[config.mk]
export PLATFORM = sky130hd
export DESIGN_NAME = message_scroller
export DESIGN_NICKNAME = d
export VERILOG_FILES = /design/src/rtl/msg_pkg.sv /design/src/rtl/button_debouncer.sv /design/src/rtl/message_scroller.sv
export SDC_FILE = /design/constraint.sdc
export NUM_CORES = 1
export LEC_CHECK = 0
export BUFFER_PORTS_ARGS = -buffer_cell sky130_fd_sc_hd__buf_4
export CORE_MARGIN = 5
export CORE_UTILIZATION = 35
export DETAILED_ROUTE_END_ITERATION = 8
export SYNTH_ARGS = -nofsm -noshare
export SYNTH_HDL_FRONTEND = slang
export SYNTH_SLANG_ARGS = --single-unit
[constraint.sdc]
create_clock -name clk -period 3.2 [get_ports clk]
set_clock_uncertainty 0.05 [all_clocks]
set_input_delay 0.64 -clock clk [delete_from_list [all_inputs] [get_ports clk]]
set_output_delay 0.64 -clock clk [all_outputs]
set_load 0.02 [all_outputs]
[src/rtl/msg_pkg.sv]
// Shared message constants and window helpers for the message scroller.
// The message ROM holds one hex character per slot; index 0 is shown first.
package msg_pkg;

  localparam int unsigned MSG_LEN = 16;
  localparam int unsigned PTR_W   = $clog2(MSG_LEN);
  localparam int unsigned DIGIT_W = 4;

  typedef logic [PTR_W-1:0]   ptr_t;
  typedef logic [DIGIT_W-1:0] digit_t;

  localparam digit_t MSG_ROM [MSG_LEN] = '{
    4'h0, 4'h1, 4'h2, 4'h3, 4'h4, 4'h5, 4'h6, 4'h7,
    4'h8, 4'h9, 4'hA, 4'hB, 4'hC, 4'hD, 4'hE, 4'hF
  };

  localparam logic [PTR_W:0] MSG_LEN_X = (PTR_W+1)'(MSG_LEN);

  // Modular add that also works when MSG_LEN is not a power of two.
  function automatic ptr_t ptr_add(input ptr_t p, input ptr_t off);
    logic [PTR_W:0] sum;
    sum = {1'b0, p} + {1'b0, off};
    if (sum >= MSG_LEN_X) begin
      ptr_add = PTR_W'(sum - MSG_LEN_X);
    end else begin
      ptr_add = sum[PTR_W-1:0];
    end
  endfunction

  function automatic digit_t msg_char(input ptr_t p, input ptr_t off);
    msg_char = MSG_ROM[ptr_add(p, off)];
  endfunction

endpackage

[src/rtl/button_debouncer.sv]
// Raw push-button conditioner: 2-flop synchroniser, stability-count debouncer
// and a registered one-cycle pulse on each debounced press.
module button_debouncer #(
  parameter int unsigned DEBOUNCE_CYCLES = 500_000
) (
  input  logic clk,
  input  logic rst_n,
  input  logic btn_i,
  output logic rise_o
);

  localparam int unsigned   CNT_W    = (DEBOUNCE_CYCLES > 1) ? $clog2(DEBOUNCE_CYCLES) : 1;
  localparam logic [CNT_W-1:0] CNT_LAST = CNT_W'(DEBOUNCE_CYCLES - 1);

  logic [1:0]       sync_q;
  logic [CNT_W-1:0] cnt_q, cnt_d;
  logic             level_q, level_d;
  logic             rise_q, rise_d;

  // Level flips on the DEBOUNCE_CYCLES-th consecutive cycle of disagreement.
  always_comb begin
    cnt_d   = '0;
    level_d = level_q;
    if (sync_q[1] == level_q) begin
      cnt_d = '0;
    end else if (cnt_q == CNT_LAST) begin
      level_d = ~level_q;
      cnt_d   = '0;
    end else begin
      cnt_d = cnt_q + CNT_W'(1);
    end
    rise_d = level_d & ~level_q;
  end

  always_ff @(posedge clk or negedge rst_n) begin
    if (!rst_n) begin
      sync_q  <= 2'b00;
      cnt_q   <= '0;
      level_q <= 1'b0;
      rise_q  <= 1'b0;
    end else begin
      sync_q  <= {sync_q[0], btn_i};
      cnt_q   <= cnt_d;
      level_q <= level_d;
      rise_q  <= rise_d;
    end
  end

  assign rise_o = rise_q;

endmodule

[src/rtl/message_scroller.sv]
// Scrolls a 4-character window across the message ROM, with debounced
// pause/resume and single-step buttons. All outputs are registered.
module message_scroller
  import msg_pkg::*;
#(
  parameter int unsigned SCROLL_CYCLES   = 25_000_000,
  parameter int unsigned DEBOUNCE_CYCLES = 500_000
) (
  input  logic               clk,
  input  logic               reset,
  input  logic               btn_pause,
  input  logic               btn_step,
  output logic [DIGIT_W-1:0] digit3,
  output logic [DIGIT_W-1:0] digit2,
  output logic [DIGIT_W-1:0] digit1,
  output logic [DIGIT_W-1:0] digit0,
  output logic               scroll_tick,
  output logic               paused
);

  localparam int unsigned      SC_W    = $clog2(SCROLL_CYCLES);
  localparam logic [SC_W-1:0]  SC_LAST = SC_W'(SCROLL_CYCLES - 1);

  logic            pause_evt_s, step_evt_s;
  logic            terminal_s, advance_s;
  logic [SC_W-1:0] cnt_q, cnt_d;
  ptr_t            ptr_q, ptr_d;
  logic            paused_q, paused_d;
  logic            tick_q, tick_d;
  digit_t          dig3_q, dig2_q, dig1_q, dig0_q;
  digit_t          dig3_d, dig2_d, dig1_d, dig0_d;

  button_debouncer #(.DEBOUNCE_CYCLES(DEBOUNCE_CYCLES)) u_pause_db (
    .clk   (clk),
    .rst_n (reset),
    .btn_i (btn_pause),
    .rise_o(pause_evt_s)
  );

  button_debouncer #(.DEBOUNCE_CYCLES(DEBOUNCE_CYCLES)) u_step_db (
    .clk   (clk),
    .rst_n (reset),
    .btn_i (btn_step),
    .rise_o(step_evt_s)
  );

  // Scroll and step decisions use the pre-edge pause state, so a pause
  // request never suppresses a scroll landing in the same cycle.
  always_comb begin
    terminal_s = ~paused_q & (cnt_q == SC_LAST);
    advance_s  = terminal_s | (paused_q & step_evt_s);
    paused_d   = paused_q ^ pause_evt_s;
    tick_d     = advance_s;
    if (paused_q || terminal_s || pause_evt_s) begin
      cnt_d = '0;
    end else begin
      cnt_d = cnt_q + SC_W'(1);
    end
    if (advance_s) begin
      ptr_d = ptr_add(ptr_q, PTR_W'(1));
    end else begin
      ptr_d = ptr_q;
    end
    dig3_d = msg_char(ptr_d, PTR_W'(0));
    dig2_d = msg_char(ptr_d, PTR_W'(1));
    dig1_d = msg_char(ptr_d, PTR_W'(2));
    dig0_d = msg_char(ptr_d, PTR_W'(3));
  end

  always_ff @(posedge clk or negedge reset) begin
    if (!reset) begin
      cnt_q    <= '0;
      ptr_q    <= '0;
      paused_q <= 1'b0;
      tick_q   <= 1'b0;
      dig3_q   <= msg_char(PTR_W'(0), PTR_W'(0));
      dig2_q   <= msg_char(PTR_W'(0), PTR_W'(1));
      dig1_q   <= msg_char(PTR_W'(0), PTR_W'(2));
      dig0_q   <= msg_char(PTR_W'(0), PTR_W'(3));
    end else begin
      cnt_q    <= cnt_d;
      ptr_q    <= ptr_d;
      paused_q <= paused_d;
      tick_q   <= tick_d;
      dig3_q   <= dig3_d;
      dig2_q   <= dig2_d;
      dig1_q   <= dig1_d;
      dig0_q   <= dig0_d;
    end
  end

  assign digit3      = dig3_q;
  assign digit2      = dig2_q;
  assign digit1      = dig1_q;
  assign digit0      = dig0_q;
  assign scroll_tick = tick_q;
  assign paused      = paused_q;

endmodule

==> results.cfg <==
[setup_path]
cp_num_buf_inv = 0
end_kind = flip-flop
critPathArrivalTime_ps = 3080
crit_end = digit0[3]
reg2reg_from = cnt_q[0]
max_stage_delay_ps = 420
crit_start = cnt_q[0]
start_kind = flip-flop
cp_max_fo = 6
rrSetupSlack_ps = 280
cp.depth = 11
crit_family = compound AO/OA/AOI/OAI gates
crit_chain = ha_1, and2_2, nand4_2, o41ai_4, and2_4, xor2_1, ha_2, o32ai_1, a211oi_1, mux2i_1, xor2_1
cpMostUsedCell = xor2_1
required_ps = 3360
reg2reg_depth = 11
critPathKind = flip-flop to flip-flop
regToRegEndpoint = digit0[3]
cp_slowest_cell = o41ai_4

[yosys]
yosysWarnings = 0
ys_ff_latch = 87
syn_nets = 411
ys_types = 47
postSynthAreaPerCell_um2 = 10.36
async_flop_share_pct = 100.0
ys_seq_area_share_pct = 52.63
syn_inst = 400
synth-edff-count = 0
synth_area_mm2 = 0.004144
synthFlopType = dfrtp_1

[global_routing]
antenna_found_initial = 0
grt_max_degree = 88
grt_pass1_wl_um = 12840
grt.total_usage_pct = 10.83
grt_overflow_total = 0
grt_pass1_vias = 2786

[cts]
clockBufferDepth = 2
clk_pin_slew_ps = 60
cts-root-buf = clkbuf_16
postCtsHoldBufs = 0
cts_max_level = 3
cts_tree = built
post_cts_buffers = 0
cts_inserted_buffers = 9
clk_latency_ps = 330
clock_sinks = 87

[sta]
setup_viol = 0
final_max_slew_viol_count = 0
setup_tns_ps = 0
fmax_mhz = 342.6
timing_worst_slew_pin_value_ps = 1062
finalCriticalPeriod_ps = 2919
worst_hold_slack_ps = 299.9
period_share_pct = 91.21
slew_headroom_pct = 29.21
final-hold-violation-count = 0
rsz0062_at_grt = no

[routing]
via_per_inst = 4.884
drc_errors = 0
drt-pass1-iter-count = 4
routed_wl_um = 7254
num_vias = 2774
routedWlPerCell_um = 12.77
first_iter_violations = 91
ant_nets = 0

[final_layout]
nets = 431
area_delta_synth_final_pct = 14.58
fill_cells = 1089
layout_common_cells = 84 x dfrtp_1, 66 x nor2_1, 40 x xnor2_1
layout_commonest_cell = dfrtp_1
drive_above_1_share_pct = 13.88
num_antenna_cells = 0

[die]
pin_count = 22
die-area_mm2 = 0.01412
die_h_um = 118.8
die_w_um = 118.8
core_area_mm2 = 0.01152
initial_core_util_pct = 35.98
row_count = 39

[status]
run_status = finished, final reports clean

[place]
io_buffers = 21
gp_congestion = 0.7569
place.detailed.hpwl_um = 4785

[power]
power_density_mw_per_mm2 = 476.5
vdd_drop_max_uv = 242.8
p_leak_nw = 2.125
fin_total_pwr_mw = 2.262

[worst_hold_path]
hold_class = flip-flop to flip-flop
hold_start = u_step_db.sync_q[0]

[flow_run]
drv_cap = 0
==> report_power, final <==
part           switching, mW  internal (mW)  total [mW]  leakage [nW]
clock                  0.417          0.686        1.10         0.154
sequential           0.00753           1.11        1.12          1.18
combinational         0.0336        0.00991      0.0435         0.795
==> worst reg2reg max path: stages (launching register included) <==
cell and delay, ps:
dfrtp_1 400, ha_1 230, and2_2 210, nand4_2 160, o41ai_4 420, and2_4 220, xor2_1 210, ha_2 270
o32ai_1 110, a211oi_1 240, mux2i_1 110, xor2_1 150
==> cell families (layout without fill, tap and decap cells) <==
group / count (synthesis) / after routing / share of synthesized area (%)
buffers and inverters: 29 / 54 / 3.140
and+or+nand+nor: 187 / 187 / 23.31
adders and majority gates: 7 / 7 / 2.113
muxes: 5 / 5 / 1.328
xor gates and xnor gates: 62 / 62 / 13.80
DFF: 87 / 87 / 52.63
AOI/OAI and AO/OA: 23 / 23 / 3.684
==> worst min path at each step <==
stage / slack [ps] / depth (start not counted) / to
after floorplan: 280 / 0 / u_pause_db.sync_q[1]
after global placement: 280 / 0 / u_step_db.sync_q[1]
after detailed placement: 290 / 0 / u_step_db.sync_q[1]
after CTS: 300 / 0 / u_step_db.sync_q[1]
after global routing: 320 / 0 / u_step_db.sync_q[1]
final: 300 / 0 / u_step_db.sync_q[1]
==> cell usage after synthesis (2+ instances only) <==
cell	instances	area (µm²)
and3_2	2	15.01
inv_1	14	52.55
ha_1	7	87.58
and2_1	2	12.51
buf_2	5	25.02
a21oi_1	9	45.04
xnor2_1	40	350.3
nor3_1	14	70.07
and3_1	8	50.05
dfstp_2	3	78.83
nand3_1	25	125.1
a211oi_1	2	15.01
or3_1	7	43.79
buf_4	2	15.01
and3b_1	2	17.52
dfrtp_1	84	2102
nand4_1	7	43.79
xor2_1	20	175.2
or2_2	2	12.51
mux2_2	4	45.04
nor2_1	66	247.7
nor4_1	8	50.05
or3b_2	2	17.52
nor4b_1	2	17.52
nand2_1	24	90.09
o21ai_0	7	35.03
clkbuf_1	6	22.52
and4_1	7	61.31
==> registers in the layout, indices dropped and copies added (netlist names) <==
| name | flops |
|---|---|
| cnt_q | 25 |
| digit0 | 3 |
| digit1 | 3 |
| digit2 | 4 |
| digit3 | 4 |
| paused | 1 |
| scroll_tick | 1 |
| u_pause_db.cnt_q | 19 |
| u_pause_db.level_q | 1 |
| u_pause_db.rise_o | 1 |
| u_pause_db.sync_q | 2 |
| u_step_db.cnt_q | 19 |
| u_step_db.level_q | 1 |
| u_step_db.rise_o | 1 |
| u_step_db.sync_q | 2 |
==> cell type report <==
| class | count | area (µm²) | share of cell area (%) |
|---|---|---|---|
| flip-flops and latches | 87 | 2181 | 45.93 |
| multi-input cells | 284 | 1841 | 38.76 |
| clock buffers | 11 | 232.7 | 4.901 |
| repair buffers | 24 | 180.2 | 3.794 |
| well taps | 143 | 178.9 | 3.768 |
| clock inverters | 5 | 82.58 | 1.739 |
| inverters | 14 | 52.55 | 1.107 |
==> metrics by stage <==
step           util [%]  std cells  area, µm²  worst slack, ps
6_report          41.23        568       4748            281.2
5_1_grt           41.23        568       4748            60.38
4_1_cts           41.21        568       4746            203.5
3_5_place_dp      38.47        552       4431            215.4
3_3_place_gp      38.47        552       4431            340.3
2_1_floorplan         -        400       4144            286.2
==> per-layer routing <==
metal	routed length, µm	GRT usage, %	vias up
li1	-	-	1391
met1	3552	14.73	1340
met2	3387	16.91	34
met3	225	2.701	9
met4	88	3.838	0
met5	0	0	-
==> what timing repair did <==
item / 4_1_cts / 5_1_grt
resized for setup: 0 / 1
hold endpoints to repair: 0 / 0
setup endpoints to repair: 0 / 1
Power figures use the tool's default switching activity.
